--- src/rtl/fact_ctrl_if.sv ---
// Bus between the factorial sequencer, its host and the Booth datapath.
// master is the controller; slave is the environment (host + datapath).
interface fact_ctrl_if #(
    parameter int W = 64
);
    // Host handshake: start is taken only while busy=0. done pulses one
    // cycle with result/overflow valid; they hold until the next run finishes.
    logic           start;
    logic [W-1:0]   n_in;
    logic           busy;
    logic           done;
    logic [W-1:0]   result;
    logic           overflow;

    // Datapath side: phase code and operands out, completion and product in.
    logic           op_done;
    logic [2*W-1:0] c_result;
    logic [1:0]     next_state;
    logic [W-1:0]   multiplier;
    logic [W-1:0]   multiplicand;

    modport master (
        input  start, n_in, op_done, c_result,
        output busy, done, result, overflow, next_state, multiplier, multiplicand
    );

    modport slave (
        output start, n_in, op_done, c_result,
        input  busy, done, result, overflow, next_state, multiplier, multiplicand
    );
endinterface

--- src/rtl/fact_ctrl.sv ---
// Sequencer for N!: repeatedly multiplies acc by a down-counting cnt on the
// Booth datapath, stopping at cnt<=1 or when a product leaves the positive W-1 bit range.
module fact_ctrl #(
    parameter int W           = 64,
    parameter int MULT_CYCLES = 64
) (
    input  logic         clk,
    input  logic         reset,
    fact_ctrl_if.master  bus,
    output logic [2:0]   dbg_state
);
    localparam int MCW = $clog2(MULT_CYCLES + 1);

    typedef enum logic [2:0] {
        S_IDLE  = 3'd0,
        S_CHECK = 3'd1,
        S_INIT  = 3'd2,
        S_MULT  = 3'd3,
        S_DONE  = 3'd4,
        S_FIN   = 3'd5
    } state_t;

    localparam logic [1:0] PH_INIT = 2'b00;
    localparam logic [1:0] PH_MULT = 2'b01;
    localparam logic [1:0] PH_DONE = 2'b10;

    state_t         state, state_n;
    logic [W-1:0]   acc, cnt;
    logic           ovf;
    logic [MCW-1:0] mcnt;
    logic [W-1:0]   result_q;
    logic           overflow_q;

    logic           load;
    logic           cap_ok;
    logic           cap_ovf;
    logic           clr_mcnt;
    logic           inc_mcnt;
    logic           enter_fin;
    logic [1:0]     phase;
    logic           busy_c;
    logic           done_c;

    // The Booth datapath is signed: any set bit from W-1 upward means the
    // product is negative or too large to be a legal factorial result.
    logic           prod_bad;
    assign prod_bad = (bus.c_result[2*W-1:W-1] != '0);

    always_comb begin
        state_n  = state;
        load     = 1'b0;
        cap_ok   = 1'b0;
        cap_ovf  = 1'b0;
        clr_mcnt = 1'b0;
        inc_mcnt = 1'b0;
        phase    = PH_INIT;
        busy_c   = 1'b1;
        done_c   = 1'b0;
        case (state)
            S_IDLE: begin
                busy_c = 1'b0;
                if (bus.start) begin
                    load    = 1'b1;
                    state_n = S_CHECK;
                end
            end
            S_CHECK: begin
                state_n = (cnt <= W'(1)) ? S_FIN : S_INIT;
            end
            S_INIT: begin
                clr_mcnt = 1'b1;
                state_n  = S_MULT;
            end
            S_MULT: begin
                phase    = PH_MULT;
                inc_mcnt = 1'b1;
                if (mcnt == MCW'(MULT_CYCLES - 1)) state_n = S_DONE;
            end
            S_DONE: begin
                phase = PH_DONE;
                if (bus.op_done) begin
                    if (prod_bad) begin
                        cap_ovf = 1'b1;
                        state_n = S_FIN;
                    end else begin
                        cap_ok  = 1'b1;
                        state_n = S_CHECK;
                    end
                end
            end
            S_FIN: begin
                done_c  = 1'b1;
                state_n = S_IDLE;
            end
            default: begin
                state_n = S_IDLE;
            end
        endcase
    end

    assign enter_fin = (state_n == S_FIN) && (state != S_FIN);

    always_ff @(posedge clk) begin
        if (reset) begin
            state      <= S_IDLE;
            acc        <= '0;
            cnt        <= '0;
            ovf        <= 1'b0;
            mcnt       <= '0;
            result_q   <= '0;
            overflow_q <= 1'b0;
        end else begin
            state <= state_n;
            if (load) begin
                acc <= W'(1);
                cnt <= bus.n_in;
                ovf <= 1'b0;
            end else if (cap_ok) begin
                acc <= bus.c_result[W-1:0];
                cnt <= cnt - W'(1);
            end else if (cap_ovf) begin
                acc <= '0;
                ovf <= 1'b1;
            end
            if (clr_mcnt) mcnt <= '0;
            else if (inc_mcnt) mcnt <= mcnt + MCW'(1);
            // acc is cleared on the same edge as an overflow capture, so the
            // published result must take the overflow path explicitly.
            if (enter_fin) begin
                result_q   <= cap_ovf ? '0 : acc;
                overflow_q <= cap_ovf | ovf;
            end
        end
    end

    assign bus.next_state   = phase;
    assign bus.busy         = busy_c;
    assign bus.done         = done_c;
    assign bus.multiplier   = cnt;
    assign bus.multiplicand = acc;
    assign bus.result       = result_q;
    assign bus.overflow     = overflow_q;
    assign dbg_state        = state;
endmodule
--- src/flat_wrapper.sv ---
// flat-port wrapper written by rule: the top's interface ports become plain ports
module fact_ctrl_flat 
#(
    parameter int W           = 64,
    parameter int MULT_CYCLES = 64
)
  (clk, reset, dbg_state, bus_start, bus_n_in, bus_op_done, bus_c_result, bus_busy, bus_done, bus_result, bus_overflow, bus_next_state, bus_multiplier, bus_multiplicand);
  fact_ctrl_if #(.W(W)) bus_i ();
  input  logic clk;
  input  logic reset;
  output logic [2:0] dbg_state;
  input wire logic [$bits(bus_i.start)-1:0] bus_start;
  input wire logic [$bits(bus_i.n_in)-1:0] bus_n_in;
  input wire logic [$bits(bus_i.op_done)-1:0] bus_op_done;
  input wire logic [$bits(bus_i.c_result)-1:0] bus_c_result;
  output wire logic [$bits(bus_i.busy)-1:0] bus_busy;
  output wire logic [$bits(bus_i.done)-1:0] bus_done;
  output wire logic [$bits(bus_i.result)-1:0] bus_result;
  output wire logic [$bits(bus_i.overflow)-1:0] bus_overflow;
  output wire logic [$bits(bus_i.next_state)-1:0] bus_next_state;
  output wire logic [$bits(bus_i.multiplier)-1:0] bus_multiplier;
  output wire logic [$bits(bus_i.multiplicand)-1:0] bus_multiplicand;
  assign bus_i.start = bus_start;
  assign bus_i.n_in = bus_n_in;
  assign bus_i.op_done = bus_op_done;
  assign bus_i.c_result = bus_c_result;
  assign bus_busy = bus_i.busy;
  assign bus_done = bus_i.done;
  assign bus_result = bus_i.result;
  assign bus_overflow = bus_i.overflow;
  assign bus_next_state = bus_i.next_state;
  assign bus_multiplier = bus_i.multiplier;
  assign bus_multiplicand = bus_i.multiplicand;
  fact_ctrl #(.W(W), .MULT_CYCLES(MULT_CYCLES)) u_core (.clk(clk), .reset(reset), .bus(bus_i), .dbg_state(dbg_state));
endmodule
--- config.mk ---
export PLATFORM = sky130hd
export DESIGN_NAME = fact_ctrl_flat
export DESIGN_NICKNAME = d
export VERILOG_FILES = /design/src/rtl/fact_ctrl_if.sv /design/src/rtl/fact_ctrl.sv /design/src/flat_wrapper.sv
export SDC_FILE = /design/constraint.sdc
export NUM_CORES = 1
export LEC_CHECK = 0
export BUFFER_PORTS_ARGS = -buffer_cell sky130_fd_sc_hd__buf_2
export CAP_MARGIN = 15
export CORE_AREA = 2 2 156 158
export DETAILED_ROUTE_END_ITERATION = 6
export DIE_AREA = 0 0 158 160
export PLACE_DENSITY = 0.66
export SYNTH_ARGS = -nofsm -noshare
export SYNTH_HDL_FRONTEND = slang
export SYNTH_SLANG_ARGS = --single-unit
export TNS_END_PERCENT = 1
--- constraint.sdc ---
create_clock -name clk -period 7.1 [get_ports clk]
set_input_delay 0 -clock clk [delete_from_list [all_inputs] [get_ports clk]]
set_output_delay 0 -clock clk [all_outputs]
set_load 0.01 [all_outputs]
==> metrics.md <==
| Metric | Value |
|---|---|
| Worst slew margin | `24.3%` |
| Non-Filler Instances | `1762` |
| Die area | `25300 µm²` |
| Initial Util | `between 30 and 40%` |
| Antenna viol nets, final | `0` |
| GRT Residual Overflow | `0` |
| Period utilization | `56.5%` |
| Top cells by area, synth | `dfxtp_1 47%, mux2i_1 7.6%, nor2_1 6.7%` |
| Status | `finished, final reports clean` |
| Vias in the first global route | `9171` |
| Total GRT Usage | `23.1%` |
| Nets | `between 1500 and 2000` |
| Tmin final | `4010 ps` |
| Number of DRC markers in iteration 0 | `598` |
| Die span in y | `160 µm` |
| Setup Skew | `19.2 ps` |
| HPWL Detailed | `20500 µm` |
| Flop and latch count out of synthesis | `between 200 and 250` |
| CTS tree | `yes` |
| Antenna violations before repair | `2` |
| Fillers | `2119` |
| Htree depth | `1` |
| Post-CTS Setup Inserts | `0` |
| Total number of vias | `between 9000 and 10000` |
| Max-Cap Viols | `0` |
| EDFF count, synth | `0` |
| Synth Area per Inst | `9.43 µm²` |
| Buffers on Ports | `around 400` |
| Core ar. | `approximately 24000 µm²` |
| Mapped Nets | `1130` |
| Clock Tree Buf Depth | `3` |
| Worst vdd rail ir drop | `0.141 mV` |
| Yosys top cell area share | `a little under half` |
| Startpoint types | `register` |
| Slew Limit Fails | `0` |
| Placed cells | `about 1600` |
| RSZ-0062 raised after global routing | `false` |
| Crit path required time | `7450 ps` |
| Detailed-route DRC error count | `0` |
| Static Leakage | `5.59 nW` |
| Top FF cell, synth | `dfxtp_1` |
| Largest net degree at the start of global routing | `88` |
| Cell Rows | `57` |
| Router iterations before antenna repair | `5` |
| Top post-synthesis cells by count | `204 x dfxtp_1, 156 x nor2_1, 67 x mux2i_1` |
| Worst setup EP type | `register` |
| Critical Path AT | `approximately 4400 ps` |
| Clock buffer count from CTS | `23` |
| Clock tree sinks | `204` |
| Largest area contributor in the netlist | `dfxtp_1` |
| Worst reg-to-reg path cell count | `8` |
| Wire per inst | `17.5 µm` |
| First-pass GRT wire length | `47700 µm` |
| Top-count cell post-synth | `dfxtp_1` |
| Worst Max-Slew Pin Slew | `1130 ps` |
| Worst-path maximum fanout | `55` |
| Fmax | `~250 MHz` |
| Clock tree root buffer cell | `clkbuf_16` |
| Synthesized area | `roughly 9000 µm²` |
| Final setup violation count | `0` |
| WHS Path Cells | `3` |
| Synth Instances | `931` |
| FFs w/ async S/R, synth | `0%` |
| Total Wirelength | `30800 µm` |
| Via/cell ratio | `about 5.3` |
| IO Pins | `slightly below 400` |
| CTS clk-pin slew, worst paths | `about 60 ps` |
| Die X | `about 160 µm` |
| Worst-Skew Late Latency | `510 ps` |
| Sequential fraction of the synthesis area | `46.5%` |
| Kind of critical path | `register to register` |
| Fraction of layout cells with a size suffix above 1 | `31.9%` |
| Gpl congestion | `between 0.8 and 0.9` |
| Hold Violations, Final | `0` |
| Synth warn | `0` |
| Yosys cell types | `52` |
| Pwr dens | `223 nW/µm²` |
| Final setup TNS | `0 ps` |
| Hold/Removal Path Class | `input pin to register` |
| Syn-to-layout area delta | `47.9%` |
[flip-flops by register name (all words and copies together), names as in the netlist]
| signal | count |
|---|---|
| u_core.ovf | 1 |
| u_core.bus.overflow | 1 |
| u_core.bus.multiplier | 64 |
| u_core.bus.result | 64 |
| u_core.mcnt | 7 |
| u_core.bus.multiplicand | 64 |
| u_core.dbg_state | 3 |
[power breakdown]
group | internal (mW) | leakage, nW | total (mW) | switching [mW]
Sequential | 1.19 | 1.66 | 1.24 | 0.0570
Combinational | 0.196 | 3.56 | 0.437 | 0.241
Clock | 0.730 | 0.373 | 1.21 | 0.479
[worst max-delay path: stages, from the launching register on]
cell and delay [ps]:
dfxtp_1 370, or4_1 660, nor3_1 590, nand3_1 370, nor4_4 390, buf_4 290
buf_4 750, mux2i_1 260, a21oi_1 90
[kinds of logic after synthesis]
family,synth area share [%]
compound gates,15.0
xor+xnor,3.09
fa+ha+maj,0.428
buf+inv,3.86
flops,46.5
mux,7.64
simple gates,23.5
[area by class of cell]
cell class	count	area (µm²)	area share [%]
clock inverter	6	86.3	0.665
antenna	1	2.50	0.0193
sequential	204	4080	31.4
timing repair buffer	533	3330	25.7
inverter	5	18.8	0.144
tap	324	405	3.12
clock buffer	34	677	5.21
multi-input combinational	655	4380	33.7
[placed cells by master (no fill, tap or decap), types with 7 or more instances in the layout]
cell / instances
a211oi_1: 40
a21oi_1: 7
a22o_1: 62
a311oi_1: 19
and4_1: 10
buf_2: 395
buf_4: 10
clkbuf_16: 23
dfxtp_1: 204
dlygate4sd3_1: 128
mux2i_1: 67
nand2_1: 22
nand3_1: 16
nand4_1: 21
nor2_1: 156
nor3_1: 24
nor4_1: 44
o21ai_0: 11
o31ai_1: 11
or3_1: 27
or4_1: 22
xor2_1: 26
[worst paths after layout]
| kind | startpoint | end | slack [ps] |
|---|---|---|---|
| min | bus_start | u_core.bus.multiplier[11] | 80 |
| min reg2reg | u_core.mcnt[1] | u_core.mcnt[1] | 480 |
| max | u_core.bus.multiplier[40] | u_core.bus.overflow | 3090 |
| max reg2reg | u_core.bus.multiplier[40] | u_core.bus.overflow | 3090 |
[layer usage]
layer	global-route usage, %	share of wire, %	vias up
met2	39.3	47	399
met5	0	0	-
li1	-	-	4462
met1	28.2	42	4420
met4	8.27	2.9	0
met3	5.70	8.1	74
[per-stage QoR]
| stage | hold slack [ps] | utilization [%] | cell area (µm²) | power [mW] | setup WS (ps) |
|---|---|---|---|---|---|
| floorplan | 126 | - | 8780 | 1.47 | 4160 |
| global placement | 210 | 45.9 | 10900 | 1.64 | 3250 |
| detailed placement | 212 | 45.9 | 10900 | 1.64 | 3130 |
| CTS | 60.3 | 54.5 | 13000 | 2.90 | 3110 |
| global route | 103 | 54.5 | 13000 | 3.01 | 2730 |
| finish | 79.0 | 54.5 | 13000 | 2.89 | 3090 |
[repair_timing]
item                                   4_1_cts  5_1_grt
hold buffers                               128        0
endpoints found under the hold margin      130        0
gates resized for setup                      0        0
Note: power is estimated with default switching activity, not from simulation.
